$ cat config.mk
export PLATFORM = sky130hd
export DESIGN_NAME = char_tx_port
export DESIGN_NICKNAME = d
export VERILOG_FILES = /design/src/rtl/msg_io_pkg.sv /design/src/rtl/char_fifo.sv /design/src/rtl/char_tx_port.sv
export SDC_FILE = /design/constraint.sdc
export NUM_CORES = 1
export LEC_CHECK = 0
export ABC_AREA = 1
export CAP_MARGIN = 20
export CORE_MARGIN = 3
export CORE_UTILIZATION = 60
export CTS_BUF_LIST = sky130_fd_sc_hd__clkbuf_16
export DETAILED_ROUTE_END_ITERATION = 8
export GPL_TIMING_DRIVEN = 0
export PLACE_DENSITY = 0.95
export SYNTH_ARGS = -nofsm -noshare
export SYNTH_HDL_FRONTEND = slang
export SYNTH_SLANG_ARGS = --single-unit
$ cat constraint.sdc
create_clock -name clk -period 6.1 [get_ports clk]
set_input_delay 0.61 -clock clk [delete_from_list [all_inputs] [get_ports clk]]
set_output_delay 0.61 -clock clk [all_outputs]
set_load 0.005 [all_outputs]
$ cat src/rtl/msg_io_pkg.sv
// Shared types and constants for the memory-mapped character output port.
package msg_io_pkg;

    // Transmitter frame phases.
    typedef enum logic [1:0] {
        IDLE  = 2'd0,
        START = 2'd1,
        DATA  = 2'd2,
        STOP  = 2'd3
    } tx_state_t;

    localparam logic [10:0] OUT_ADDR_DEFAULT = 11'h400;
    localparam logic [7:0]  CHAR_NUL         = 8'h00;

endpackage

$ cat src/rtl/char_fifo.sv
// Character FIFO: power-of-two depth, natural pointer wrap, registered occupancy count.
module char_fifo import msg_io_pkg::*; #(
    parameter int unsigned DEPTH = 8
) (
    input  logic                       clk,
    input  logic                       rst,
    input  logic                       push,
    input  logic [7:0]                 wdata,
    input  logic                       pop,
    output logic [7:0]                 rdata,
    output logic                       full,
    output logic                       empty,
    output logic [$clog2(DEPTH+1)-1:0] count
);

    localparam int unsigned PtrW = $clog2(DEPTH);
    localparam int unsigned CntW = $clog2(DEPTH + 1);

    logic [7:0]      mem_q [DEPTH];
    logic [PtrW-1:0] wptr_q, wptr_d;
    logic [PtrW-1:0] rptr_q, rptr_d;
    logic [CntW-1:0] count_q, count_d;
    logic            do_push, do_pop;

    assign full  = (count_q == CntW'(DEPTH));
    assign empty = (count_q == '0);
    assign count = count_q;
    assign rdata = mem_q[rptr_q];

    // Guarded push/pop and pointer/count next state; push+pop leaves the count alone.
    always_comb begin
        do_push = push && !full;
        do_pop  = pop && !empty;
        wptr_d  = do_push ? wptr_q + PtrW'(1) : wptr_q;
        rptr_d  = do_pop ? rptr_q + PtrW'(1) : rptr_q;
        count_d = count_q;
        case ({do_push, do_pop})
            2'b10:   count_d = count_q + CntW'(1);
            2'b01:   count_d = count_q - CntW'(1);
            default: count_d = count_q;
        endcase
    end

    // Storage array; contents are don't-care once the count drops them.
    always_ff @(posedge clk) begin
        if (do_push) begin
            mem_q[wptr_q] <= wdata;
        end
    end

    // Pointers and count, cleared asynchronously so reset discards everything queued.
    always_ff @(posedge clk or negedge rst) begin
        if (!rst) begin
            wptr_q  <= '0;
            rptr_q  <= '0;
            count_q <= '0;
        end else begin
            wptr_q  <= wptr_d;
            rptr_q  <= rptr_d;
            count_q <= count_d;
        end
    end

endmodule

$ cat src/rtl/char_tx_port.sv
// Memory-mapped character output: store decode into a FIFO, drained by an 8N1 serial transmitter.
module char_tx_port import msg_io_pkg::*; #(
    parameter int unsigned DEPTH        = 8,
    parameter int unsigned CLKS_PER_BIT = 16,
    parameter logic [10:0] OUT_ADDR     = OUT_ADDR_DEFAULT
) (
    input  logic                       clk,
    input  logic                       rst,
    input  logic                       MemWrite,
    input  logic [10:0]                Addr,
    input  logic [31:0]                WriteData,
    output logic                       TxD,
    output logic                       Busy,
    output logic                       Full,
    output logic [$clog2(DEPTH+1)-1:0] Count,
    output logic                       Overflow
);

    localparam int unsigned BaudW = $clog2(CLKS_PER_BIT);
    localparam int unsigned CntW  = $clog2(DEPTH + 1);
    localparam logic [BaudW-1:0] BaudLast = BaudW'(CLKS_PER_BIT - 1);

    tx_state_t        state_q, state_d;
    logic [BaudW-1:0] baud_q, baud_d;
    logic [2:0]       bit_q, bit_d;
    logic [7:0]       shift_q, shift_d;
    logic             tx_q, tx_d;
    logic             overflow_q, overflow_d;

    logic             store_hit;
    logic             push;
    logic             pop;
    logic             fifo_full;
    logic             fifo_empty;
    logic [7:0]       head;
    logic [CntW-1:0]  fifo_count;
    logic             unused_wdata;

    assign unused_wdata = ^WriteData[31:8];

    // A qualifying store is a non-NUL byte written to the port address; it is dropped when full.
    always_comb begin
        store_hit  = MemWrite && (Addr == OUT_ADDR) && (WriteData[7:0] != CHAR_NUL);
        push       = store_hit && !fifo_full;
        overflow_d = overflow_q || (store_hit && fifo_full);
    end

    char_fifo #(
        .DEPTH (DEPTH)
    ) u_fifo (
        .clk   (clk),
        .rst   (rst),
        .push  (push),
        .wdata (WriteData[7:0]),
        .pop   (pop),
        .rdata (head),
        .full  (fifo_full),
        .empty (fifo_empty),
        .count (fifo_count)
    );

    // Transmitter next state: tx_d is the line level for the cycle after the edge.
    always_comb begin
        state_d = state_q;
        baud_d  = baud_q;
        bit_d   = bit_q;
        shift_d = shift_q;
        tx_d    = tx_q;
        pop     = 1'b0;
        case (state_q)
            IDLE: begin
                tx_d = 1'b1;
                if (!fifo_empty) begin
                    pop     = 1'b1;
                    shift_d = head;
                    state_d = START;
                    baud_d  = '0;
                    bit_d   = '0;
                    tx_d    = 1'b0;
                end
            end
            START: begin
                if (baud_q == BaudLast) begin
                    state_d = DATA;
                    baud_d  = '0;
                    bit_d   = '0;
                    tx_d    = shift_q[0];
                end else begin
                    baud_d = baud_q + BaudW'(1);
                end
            end
            DATA: begin
                if (baud_q == BaudLast) begin
                    baud_d = '0;
                    if (bit_q == 3'd7) begin
                        state_d = STOP;
                        bit_d   = '0;
                        tx_d    = 1'b1;
                    end else begin
                        bit_d   = bit_q + 3'd1;
                        shift_d = {1'b0, shift_q[7:1]};
                        tx_d    = shift_q[1];
                    end
                end else begin
                    baud_d = baud_q + BaudW'(1);
                end
            end
            STOP: begin
                if (baud_q == BaudLast) begin
                    state_d = IDLE;
                    baud_d  = '0;
                    bit_d   = '0;
                    tx_d    = 1'b1;
                end else begin
                    baud_d = baud_q + BaudW'(1);
                end
            end
            default: begin
                state_d = IDLE;
                baud_d  = '0;
                bit_d   = '0;
                tx_d    = 1'b1;
            end
        endcase
    end

    // Transmitter FSM registers; reset forces the line high immediately.
    always_ff @(posedge clk or negedge rst) begin
        if (!rst) begin
            state_q <= IDLE;
            baud_q  <= '0;
            bit_q   <= '0;
            shift_q <= '0;
            tx_q    <= 1'b1;
        end else begin
            state_q <= state_d;
            baud_q  <= baud_d;
            bit_q   <= bit_d;
            shift_q <= shift_d;
            tx_q    <= tx_d;
        end
    end

    // Sticky overflow flag, cleared only by reset.
    always_ff @(posedge clk or negedge rst) begin
        if (!rst) begin
            overflow_q <= 1'b0;
        end else begin
            overflow_q <= overflow_d;
        end
    end

    assign TxD      = tx_q;
    assign Busy     = (state_q != IDLE);
    assign Full     = fifo_full;
    assign Count    = fifo_count;
    assign Overflow = overflow_q;

endmodule

==> key figures, run 1 <==
Drt
  • Via density: 5.73
  • Drt first pass iters: 6
  • Routed length on met3: 792 um
  • Met2 wire length: 5150 um
  • Top sig layer: met4
  • M1 WL: 3670 um
  • Routed WL: 9840 um
  • DRT antenna net count: 0
  • Iter 0 DRT Violations: 315
  • # DRC: 0
  • Drt wl/cell: 17.4 um
  • Vias: 3,233

Timing
  • Setup WS post-layout: 3.12 ns
  • Minimum clock period: 2.98 ns
  • # setup viols final: 0
  • Slew @ Worst Pin: 0.925 ns
  • Sum Neg Setup Slack: 0 ns
  • Max transition margin: 38.1%
  • Final Slew Violations: 0
  • Ratio of final minimum period to clock period: 48.9%
  • RSZ-0062 raised after global routing: false
  • Fin Hold WS: 0.493 ns
  • Clk_skew: 0.0123 ns
  • Max frequency: 335 MHz
  • Final hold vios: 0

Yosys
  • Ys async rst share: 31.2%
  • Synth Instances: 422
  • Number of flops mapped to enable cells by yosys: 64
  • Most numerous cell in the Yosys netlist: nand2_1
  • Top post-synthesis cells by count: 120 x nand2_1, 64 x edfxtp_1, 55 x nand3_1
  • Register area share after synthesis: 61.1%
  • Netlist cell types: 37
  • Ranking of synthesized cells by area: edfxtp_1 44%, dfrtp_1 16%, nand2_1 10%
  • Post-Syn Area: 0.00434 sq mm
  • Syn. warnings: 0
  • Syn Area/Cell: 10.3 sq um
  • Ys flop type: edfxtp_1
  • Leading area contributor after synthesis: edfxtp_1
  • Post-synth top area share: 44.3%
  • Synthesized net count: 480
  • Number of synthesized register bits: 93

Place
  • Dpl cells: 548
  • Port Buffers: 29
  • Post-place setup slack: 2.94 ns
  • Detail Placement HPWL: 6420 um
  • Final Wtd Congestion: 0.859

Clock network
  • Max Buffers Root-to-Sink: 2
  • Num CTS Buffers: 9
  • CTS tree: built
  • Clock transition at path regs: 0.07 ns
  • Cts repair resizes: 0
  • TritonCTS Sinks: 93
  • Setup repair bufs after CTS: 0
  • H-tree levels: 3
  • Cts hold-fix bufs: 0
  • Clock Latency Late Sink: 0.34 ns
  • CTS root buffer: clkbuf_16

Critical path
  • Crit path required time: 6.35 ns
  • CP max FO: 9
  • Critical-path top delay cell: clkdlybuf4s50_1
  • Worst Path Class, Setup: in -> reg
  • Worst setup EP type: flop
  • CP cell instances: clkdlybuf4s50_1 > nor2_1 > nand2_1 > nor2_1 > inv_1 > nand4_1 > ha_1 > xor2_1 > ha_1 > a21oi_1 > xor2_1 > o21ai_0
  • CP arrival: 3.23 ns
  • Max stage delay on crit path: 0.57 ns
  • Critical Path Start Type: input pin

Global routing
  • Gr usage total: 25.2%
  • First-pass GRT wire length: 15,900 um
  • Largest net degree at the start of global routing: 20
  • Grt total ovfl: 0
  • Antenna violations before repair: 0
  • Vias in the first global route: 3,237

Hold path
  • Min-Delay Path Class: reg -> reg

Floorplan
  • Row count: 30
  • Num ports: 54
  • Core ar.: 0.00691 sq mm
  • Starting density of the core: 62.8%
  • Die H: 91.0 um
  • Die span in x: 91.0 um
  • Die area: 0.00829 sq mm

Finish
  • Final std cells w/o fill: 564
  • Share of cells above drive strength 1: 10.7%
  • Area Growth Syn to Fin: 16.8%
  • Ant diodes: 0
  • Final #Nets: 521
  • Filler cells: 440
  • Util after Layout: 73.4%

Power and ir drop
  • Comb pwr share: 41.5%
  • Int Power: 1.45 mW
  • Share of power burned in registers: 35.2%
  • Pwr dens: 466 mW/mm^2
  • Switching Share: 38.6%
  • P_leak: 2.10 nW
  • Peak VDD IR: 0.000337 V
  • Clock power frac: 23.3%
  • Sw power: 0.912 mW

Run status
  • Status: completed

Job
  • Max Cap Viol: 0
## critical path: cells and delay by family
family	cells	cell delay [ns]
buffers and inverters	2	0.66
AOI/OAI and AO/OA	2	0.26
and+or+nand+nor	4	0.81
xor gates and xnor gates	2	0.42
adders and majority gates	2	0.48
## cell type report
| cell class | instances | area, sq um | area share (%) |
|---|---|---|---|
| plain buffers | 14 | 100 | 1.97 |
| clock buffers | 9 | 225 | 4.44 |
| clock inverters | 7 | 67.6 | 1.33 |
| inverters | 30 | 115 | 2.27 |
| multi-input cells | 285 | 1470 | 29.1 |
| flip-flops and latches | 93 | 2650 | 52.3 |
| well taps | 96 | 120 | 2.37 |
| repair buffers | 30 | 318 | 6.27 |
## worst paths after layout
kind                                 start               to  slack (ns)  cells past startpoint
max                           WriteData[6]  u_fifo.count[2]        3.12                     12
min                               Overflow         Overflow        0.49                      1
max reg2reg                u_fifo.count[1]  u_fifo.count[2]        3.73                      9
min reg2reg                       Overflow         Overflow        0.49                      1
max in group asynchronous              rst       shift_q[3]        4.94                      2
min in group asynchronous              rst        baud_q[3]        0.65                      1
## power groups by stage
stage | clock (mW) | sequential, mW | combinational (mW)
global placement | 0 | 0.831 | 0.890
finish | 0.551 | 0.831 | 0.980
floorplan | 0 | 0.825 | 0.684
CTS | 0.553 | 0.831 | 0.967
detailed placement | 0 | 0.838 | 0.946
global route | 0.580 | 0.840 | 1.08
## flip-flops by register name (all words and copies together), names as in the netlist
name,flops
baud_q,4
bit_q,3
shift_q,8
u_fifo.count,4
TxD,1
state_q,2
u_fifo.rptr_q,3
u_fifo.mem_q,64
u_fifo.wptr_q,3
Overflow,1
## cell usage in the layout (no fill, tap or decap), drive strengths merged, types with 8 or more instances in the layout
master / instances
buf: 14
clkbuf: 10
clkdlybuf4s50: 29
dfrtp: 28
edfxtp: 64
ha: 12
inv: 30
nand2: 122
nand3: 58
nor2: 50
o21ai: 11
xor2: 8
## stage by stage
step | total power, mW | area (sq um)
after global routing | 2.50 | 5070
final | 2.36 | 5070
after global placement | 1.72 | 4750
after floorplan | 1.51 | 4340
after detailed placement | 1.78 | 4780
after CTS | 2.35 | 5070
## metal layers
layer / track usage (%) / up-vias
met4: 10.1 / 0
met3: 5.80 / 28
met5: 0 / -
met2: 43.8 / 198
li1: - / 1490
met1: 30.1 / 1517
## cell families (layout without fill, tap and decap cells)
kind of cell | count (synthesis) | after routing | share of synthesized area, %
AOI/OAI and AO/OA | 24 | 24 | 3.75
xor gates and xnor gates | 9 | 9 | 1.82
adders and majority gates | 12 | 12 | 3.46
buffers and inverters | 44 | 90 | 4.96
DFF | 93 | 93 | 61.1
muxes | 1 | 1 | 0.260
and+or+nand+nor | 239 | 239 | 24.7
Note: power is estimated with default switching activity, not from simulation.
==> run 2, diff against run 1 <==
--- a/config.mk
+++ b/config.mk
@@ -8,11 +8,11 @@
 export ABC_AREA = 1
 export CAP_MARGIN = 20
 export CORE_MARGIN = 3
-export CORE_UTILIZATION = 60
+export CORE_UTILIZATION = 50
 export CTS_BUF_LIST = sky130_fd_sc_hd__clkbuf_16
 export DETAILED_ROUTE_END_ITERATION = 8
 export GPL_TIMING_DRIVEN = 0
-export PLACE_DENSITY = 0.95
+export PLACE_DENSITY = 0.87
 export SYNTH_ARGS = -nofsm -noshare
 export SYNTH_HDL_FRONTEND = slang
 export SYNTH_SLANG_ARGS = --single-unit
==> constraint.sdc (replaced) <==
create_clock -name clk -period 2.6 [get_ports clk]
set_input_delay 0.26 -clock clk [delete_from_list [all_inputs] [get_ports clk]]
set_output_delay 0.26 -clock clk [all_outputs]
set_load 0.005 [all_outputs]
==> run 2 against run 1 <==
Against the previous run: cell count up 1.6%; combinational power up 130%; global-route usage fell by 5.6 points; non-clock buffer count unchanged; clock power is 130% higher; sequential power up 130%; sequential share of layout area down 0.14 points; critical path type unchanged.
==> key figures, run 2 (same netlist as run 1, synthesis figures left out) <==
Power and ir drop
  • Comb pwr share: 40.8%
  • Share of power burned in registers: 35.6%
  • Clock power frac: 23.6%
  • Sw power: 2.07 mW
  • P_leak: 2.10 nW
  • Pwr dens: 1080 mW/mm^2
  • Total power: 5.47 mW
  • Switching Share: 37.8%
  • Peak VDD IR: 0.000660 V
  • Int Power: 3.40 mW

Drt
  • Drt first pass iters: 5
  • DRT antenna net count: 0
  • Via density: 5.47
  • Vias: 3,137
  • # DRC: 0
  • Drt wl/cell: 16.0 um
  • Routed WL: 9140 um
  • Iter 0 DRT Violations: 189

Global routing
  • Antenna violations before repair: 0
  • Largest net degree at the start of global routing: 21
  • Gr usage total: 19.5%
  • Vias in the first global route: 3,059
  • Grt total ovfl: 0
  • First-pass GRT wire length: 14,700 um

Clock network
  • TritonCTS Sinks: 93
  • Clock Latency Late Sink: 0.34 ns
  • Num CTS Buffers: 9
  • Setup repair bufs after CTS: 0
  • Clock transition at path regs: 0.07 ns
  • Max Buffers Root-to-Sink: 2
  • CTS tree: built
  • CTS root buffer: clkbuf_16
  • H-tree levels: 3

Finish
  • Commonest non-fill, non-tap cell in the layout: nand2_1
  • Ant diodes: 0
  • Area Growth Syn to Fin: 17.2%
  • Max reg flops: 64
  • Final std cells w/o fill: 573
  • Share of cells above drive strength 1: 11.1%
  • Post-route cell area: 0.00508 sq mm
  • Most frequent cells in the layout: 120 x nand2_1, 64 x edfxtp_1, 55 x nand3_1
  • Largest registers: u_fifo.mem_q: 64 flops, shift_q: 8 flops
  • Largest reg by FF count: u_fifo.mem_q
  • Final #Nets: 521

Timing
  • Fin Hold WS: 0.265 ns
  • RSZ-0062 raised after global routing: false
  • Max frequency: 429 MHz
  • Slew @ Worst Pin: 0.879 ns
  • Max transition margin: 41.2%
  • Final hold vios: 0
  • Setup WS post-layout: 0.271 ns
  • Clk_skew: 0.00816 ns
  • Ratio of final minimum period to clock period: 89.6%
  • # setup viols final: 0
  • Final Slew Violations: 0
  • Minimum clock period: 2.33 ns

Place
  • Dpl cells: 557
  • Detail Placement HPWL: 6270 um
  • Dpl cell area: 0.00479 sq mm
  • Final Wtd Congestion: 0.842
  • Post-place setup slack: -0.203 ns
  • Port Buffers: 29

Critical path
  • Crit path required time: 2.83 ns
  • Crit path from: WriteData[7]
  • Critical Path Start Type: input pin
  • Worst Path Class, Setup: in -> reg
  • FF-to-FF path depth: 8
  • Reg-to-Reg Start: state_q[1]
  • CP max FO: 9
  • Worst setup EP type: flop
  • CP arrival: 2.56 ns

Floorplan
  • Row count: 33
  • Starting density of the core: 52.0%
  • Die area: 0.00983 sq mm
  • Die span in x: 99.1 um
  • Die H: 99.1 um
  • Num ports: 54
  • Core ar.: 0.00834 sq mm

Run status
  • Status: completed

Hold path
  • Min-Delay Path Class: in -> async

Job
  • Max Cap Viol: 0
-- run 2: what timing repair did --
action | in CTS | in global routing
hold buffers | 0 | 0
resized for setup | 0 | 1
endpoints found under the setup margin | 0 | 2
-- run 2: layout make-up --
class	instances	area (sq um)
plain buffers	14	100
clock buffers	9	225
clock inverters	7	67.6
fillers	639	3260
inverters	30	115
multi-input cells	285	1480
flip-flops and latches	93	2650
well taps	105	131
repair buffers	30	318
-- run 2: through the flow --
stage               setup TNS (ns)  utilization (%)
global placement            -0.199             57.1
finish                           0             60.9
detailed placement          -0.862             57.4
global route                     0             60.9
floorplan                        0                -
CTS                              0             60.9
-- run 2: path summary, 6_finish.rpt --
check / slack (ns) / to
worst max-delay path: 0.27 / u_fifo.count[1]
max in group asynchronous: 1.84 / shift_q[5]
min in group clk: 0.45 / Overflow
worst min-delay path: 0.26 / baud_q[3]
worst min register to register: 0.45 / Overflow
worst max register to register: 0.44 / u_fifo.count[1]
-- run 2: power by group through the flow --
stage,Combinational [mW],Sequential [mW],Clock [mW]
after floorplan,1.60,1.94,0
after global placement,2.10,1.95,0
after detailed placement,2.21,1.97,0
after CTS,2.22,1.94,1.29
after global routing,2.49,1.97,1.36
final,2.23,1.94,1.29
-- run 2: metal layers --
metal,wire [um],global-route usage (%),up-vias
met2,4710,34.5,129
met3,624,4.63,21
li1,-,-,1503
met1,3600,23.5,1484
met4,200,6.62,0
met5,0,0,-
-- run 2: critical path, stage by stage --
cell and delay [ns]:
clkdlybuf4s50_1 0.55, nor2_1 0.18, nand2_1 0.08, nor2_2 0.27, inv_1 0.07, nand4_1 0.17
ha_1 0.26, xor2_1 0.21, ha_1 0.26, mux2_2 0.26
==> patch (flow settings as in run 1) <==
Make the reset (`rst`) synchronous in 3 clocked blocks. Comments in the files are not updated.
--- a/src/rtl/char_fifo.sv
+++ b/src/rtl/char_fifo.sv
@@ -49,7 +49,7 @@
     end
 
     // Pointers and count, cleared asynchronously so reset discards everything queued.
-    always_ff @(posedge clk or negedge rst) begin
+    always_ff @(posedge clk) begin
         if (!rst) begin
             wptr_q  <= '0;
             rptr_q  <= '0;
--- a/src/rtl/char_tx_port.sv
+++ b/src/rtl/char_tx_port.sv
@@ -125,7 +125,7 @@
     end
 
     // Transmitter FSM registers; reset forces the line high immediately.
-    always_ff @(posedge clk or negedge rst) begin
+    always_ff @(posedge clk) begin
         if (!rst) begin
             state_q <= IDLE;
             baud_q  <= '0;
@@ -142,7 +142,7 @@
     end
 
     // Sticky overflow flag, cleared only by reset.
-    always_ff @(posedge clk or negedge rst) begin
+    always_ff @(posedge clk) begin
         if (!rst) begin
             overflow_q <= 1'b0;
         end else begin
Behaviour: differs if rst is asserted again (counterexample within 4 cycles, from zero or initial values and one cycle with rst low); with rst held inactive, the same outputs for 10 cycles.
==> patch against run 1 <==
- sequential cell count is 3 higher
- design area is 2.8% lower
- critical path depth is 1 higher
- final cell count is 4.3% higher
- routed wire length is 4.3% higher
- total power is 15% lower
- first-iteration DRC count is 2.9% higher
- register-to-register slack worse by 0.24 ns
- synthesized area is 2.7% lower
- critical endpoint is now u_fifo.count[2]
- worst setup slack better by 0.085 ns
- clock power is 1% higher
- sequential power is 5.4% lower
==> patch: results (changes against run 1) <==
* Leakage at 1.93 nW (-8.0%)
* Diode count at 0 (unchanged)
* Fin nets at 548 (+5.2%)
* Commonest cells in the synthesized netlist: 118 x nand2_1, 64 x edfxtp_1, 62 x nor2_1
* Number of synthesized flops with an enable pin at 64 (unchanged)
* Port Buffers at 29 (unchanged)
* Status: complete, no violations
* Int Power at 1.27 mW (-13%)
* Drt first pass iters at 7 (+1)
* CP Max Fanout at 9 (unchanged)
* Inserted Clock Buffers at 9 (unchanged)
* Hold WC Path Type: reg2reg
* Postcts setup bufs at 0 (unchanged)
* Sequential area share after synthesis at 60.7% (-0.34 points)
* WL per Instance at 17.4 µm (about the same)
* Vias in the first global route at 3297 (+1.9%)
* Post-CTS resize count at 0 (unchanged)
* Detailed Route Iter0 Violations at 324 (+2.9%)
* Top Registers: u_fifo.mem_q (64), shift_q (8)
* Share of cells above drive strength 1 at 7.07% (-3.6 points)
* Max rail drop VDD at 292 µV (-13%)
* Slew margin rel. at 34.8% (-3.3 points)
* H-Tree Depth at 3 (unchanged)
* Largest net degree at the start of global routing at 20 (unchanged)
* Dpl cell area at 4630 µm² (-3.1%)
* Initial antenna violation count at 0 (unchanged)
* Syn Nets at 508 (+5.8%)
* Post-synthesis cell type count at 27 (-27%)
* HPWL Detailed at 6560 µm (+2.1%)
* CTS root buffer: clkbuf_16
* DR vias at 3442 (+6.5%)
* Post-synth top flop: edfxtp_1
* Async S/R FF share, synth at 0% (-31 points)
* Reg clk slew, reported paths at 0.07 ns (about the same)
* Ranking of synthesized cells by area: edfxtp_1 46%, dfxtp_1 15%, nand2_1 10%
* Routability cong. at 0.877 (+2.1%)
* GR Util All Layers at 25.7% (+0.51 points)
* Worst Skew at 0.00754 ns (-0.00475 ns)
* Yosys warns at 0 (unchanged)
* Post-placement setup slack at 2.90 ns (-0.0361 ns)
* WP data arrival at 3.14 ns (-0.09 ns)
* Clock Path Buffers at 2 (unchanged)
* Global-route wire length before repair at 16100 µm (+1.3%)
* Clock Latency Late Sink at 0.35 ns
[patch: cell count changes after synthesis, sizes merged, moves of 6 or more]
cell,run 1,this run
dfrtp,28,0
buf,13,7
dfxtp,0,32
clkbuf,1,7
a21oi,6,23
nor2,50,65
xor2,8,1
o21ai,11,17
[patch: per-layer routing]
layer / up-vias / GRT usage (%) / wire [µm]
met4: 0 / 11.5 / 313
met2: 206 / 45.5 / 5320
met5: - / 0 / 0
li1: 1600 / - / -
met1: 1608 / 30.0 / 3730
met3: 28 / 5.51 / 896
[patch: path summary, 6_finish.rpt]
path | start | end | slack [ns] | cells after the start
min reg2reg | shift_q[3] | shift_q[3] | 0.46 | 2
max | WriteData[3] | u_fifo.count[2] | 3.20 | 13
min | shift_q[3] | shift_q[3] | 0.46 | 2
max reg2reg | u_fifo.count[0] | u_fifo.count[2] | 3.49 | 12
[patch: area by class of cell]
cell class	count	area, µm²
tap	93	116
clock buffer	9	225
buffer	14	70.1
sequential	96	2560
inverter	29	109
timing repair buffer	29	290
clock inverter	7	72.6
fill	407	1640
multi-input combinational	311	1480
[patch: power groups by stage]
stage / registers, mW / logic [mW] / clock network (mW)
4_1_cts: 0.785 / 0.646 / 0.555
2_1_floorplan: 0.788 / 0.449 / 0
5_1_grt: 0.791 / 0.729 / 0.589
3_5_place_dp: 0.798 / 0.625 / 0
6_report: 0.786 / 0.657 / 0.557
3_3_place_gp: 0.793 / 0.590 / 0
[patch: worst max-delay path, cell delays in order]
cell and delay [ns]:
clkdlybuf4s50_1 0.66, nor2_1 0.09, nand2_1 0.11, nor2_1 0.10
nor3_4 0.30, inv_1 0.12, ha_1 0.24, xor2_1 0.24
ha_1 0.19, a21oi_1 0.05, xnor2_1 0.14, o21ai_0 0.21
inv_1 0.06
[patch: kinds of logic (layout without fill, tap and decap cells)]
group / after synthesis / count (layout) / share of synthesized area [%]
buf+inv: 43 / 88 / 4.24
flops: 96 / 96 / 60.7
simple gates: 252 / 252 / 25.2
compound gates: 44 / 44 / 5.63
xor+xnor: 3 / 3 / 0.623
fa+ha+maj: 12 / 12 / 3.56
[patch: metrics by stage]
stage | hold slack, ns | cells | power (mW)
after CTS | 0.466 | 588 | 1.99
after floorplan | 0.433 | 450 | 1.24
after global routing | 0.490 | 588 | 2.11
final | 0.465 | 588 | 2.00
after detailed placement | 0.454 | 572 | 1.42
after global placement | 0.448 | 572 | 1.38
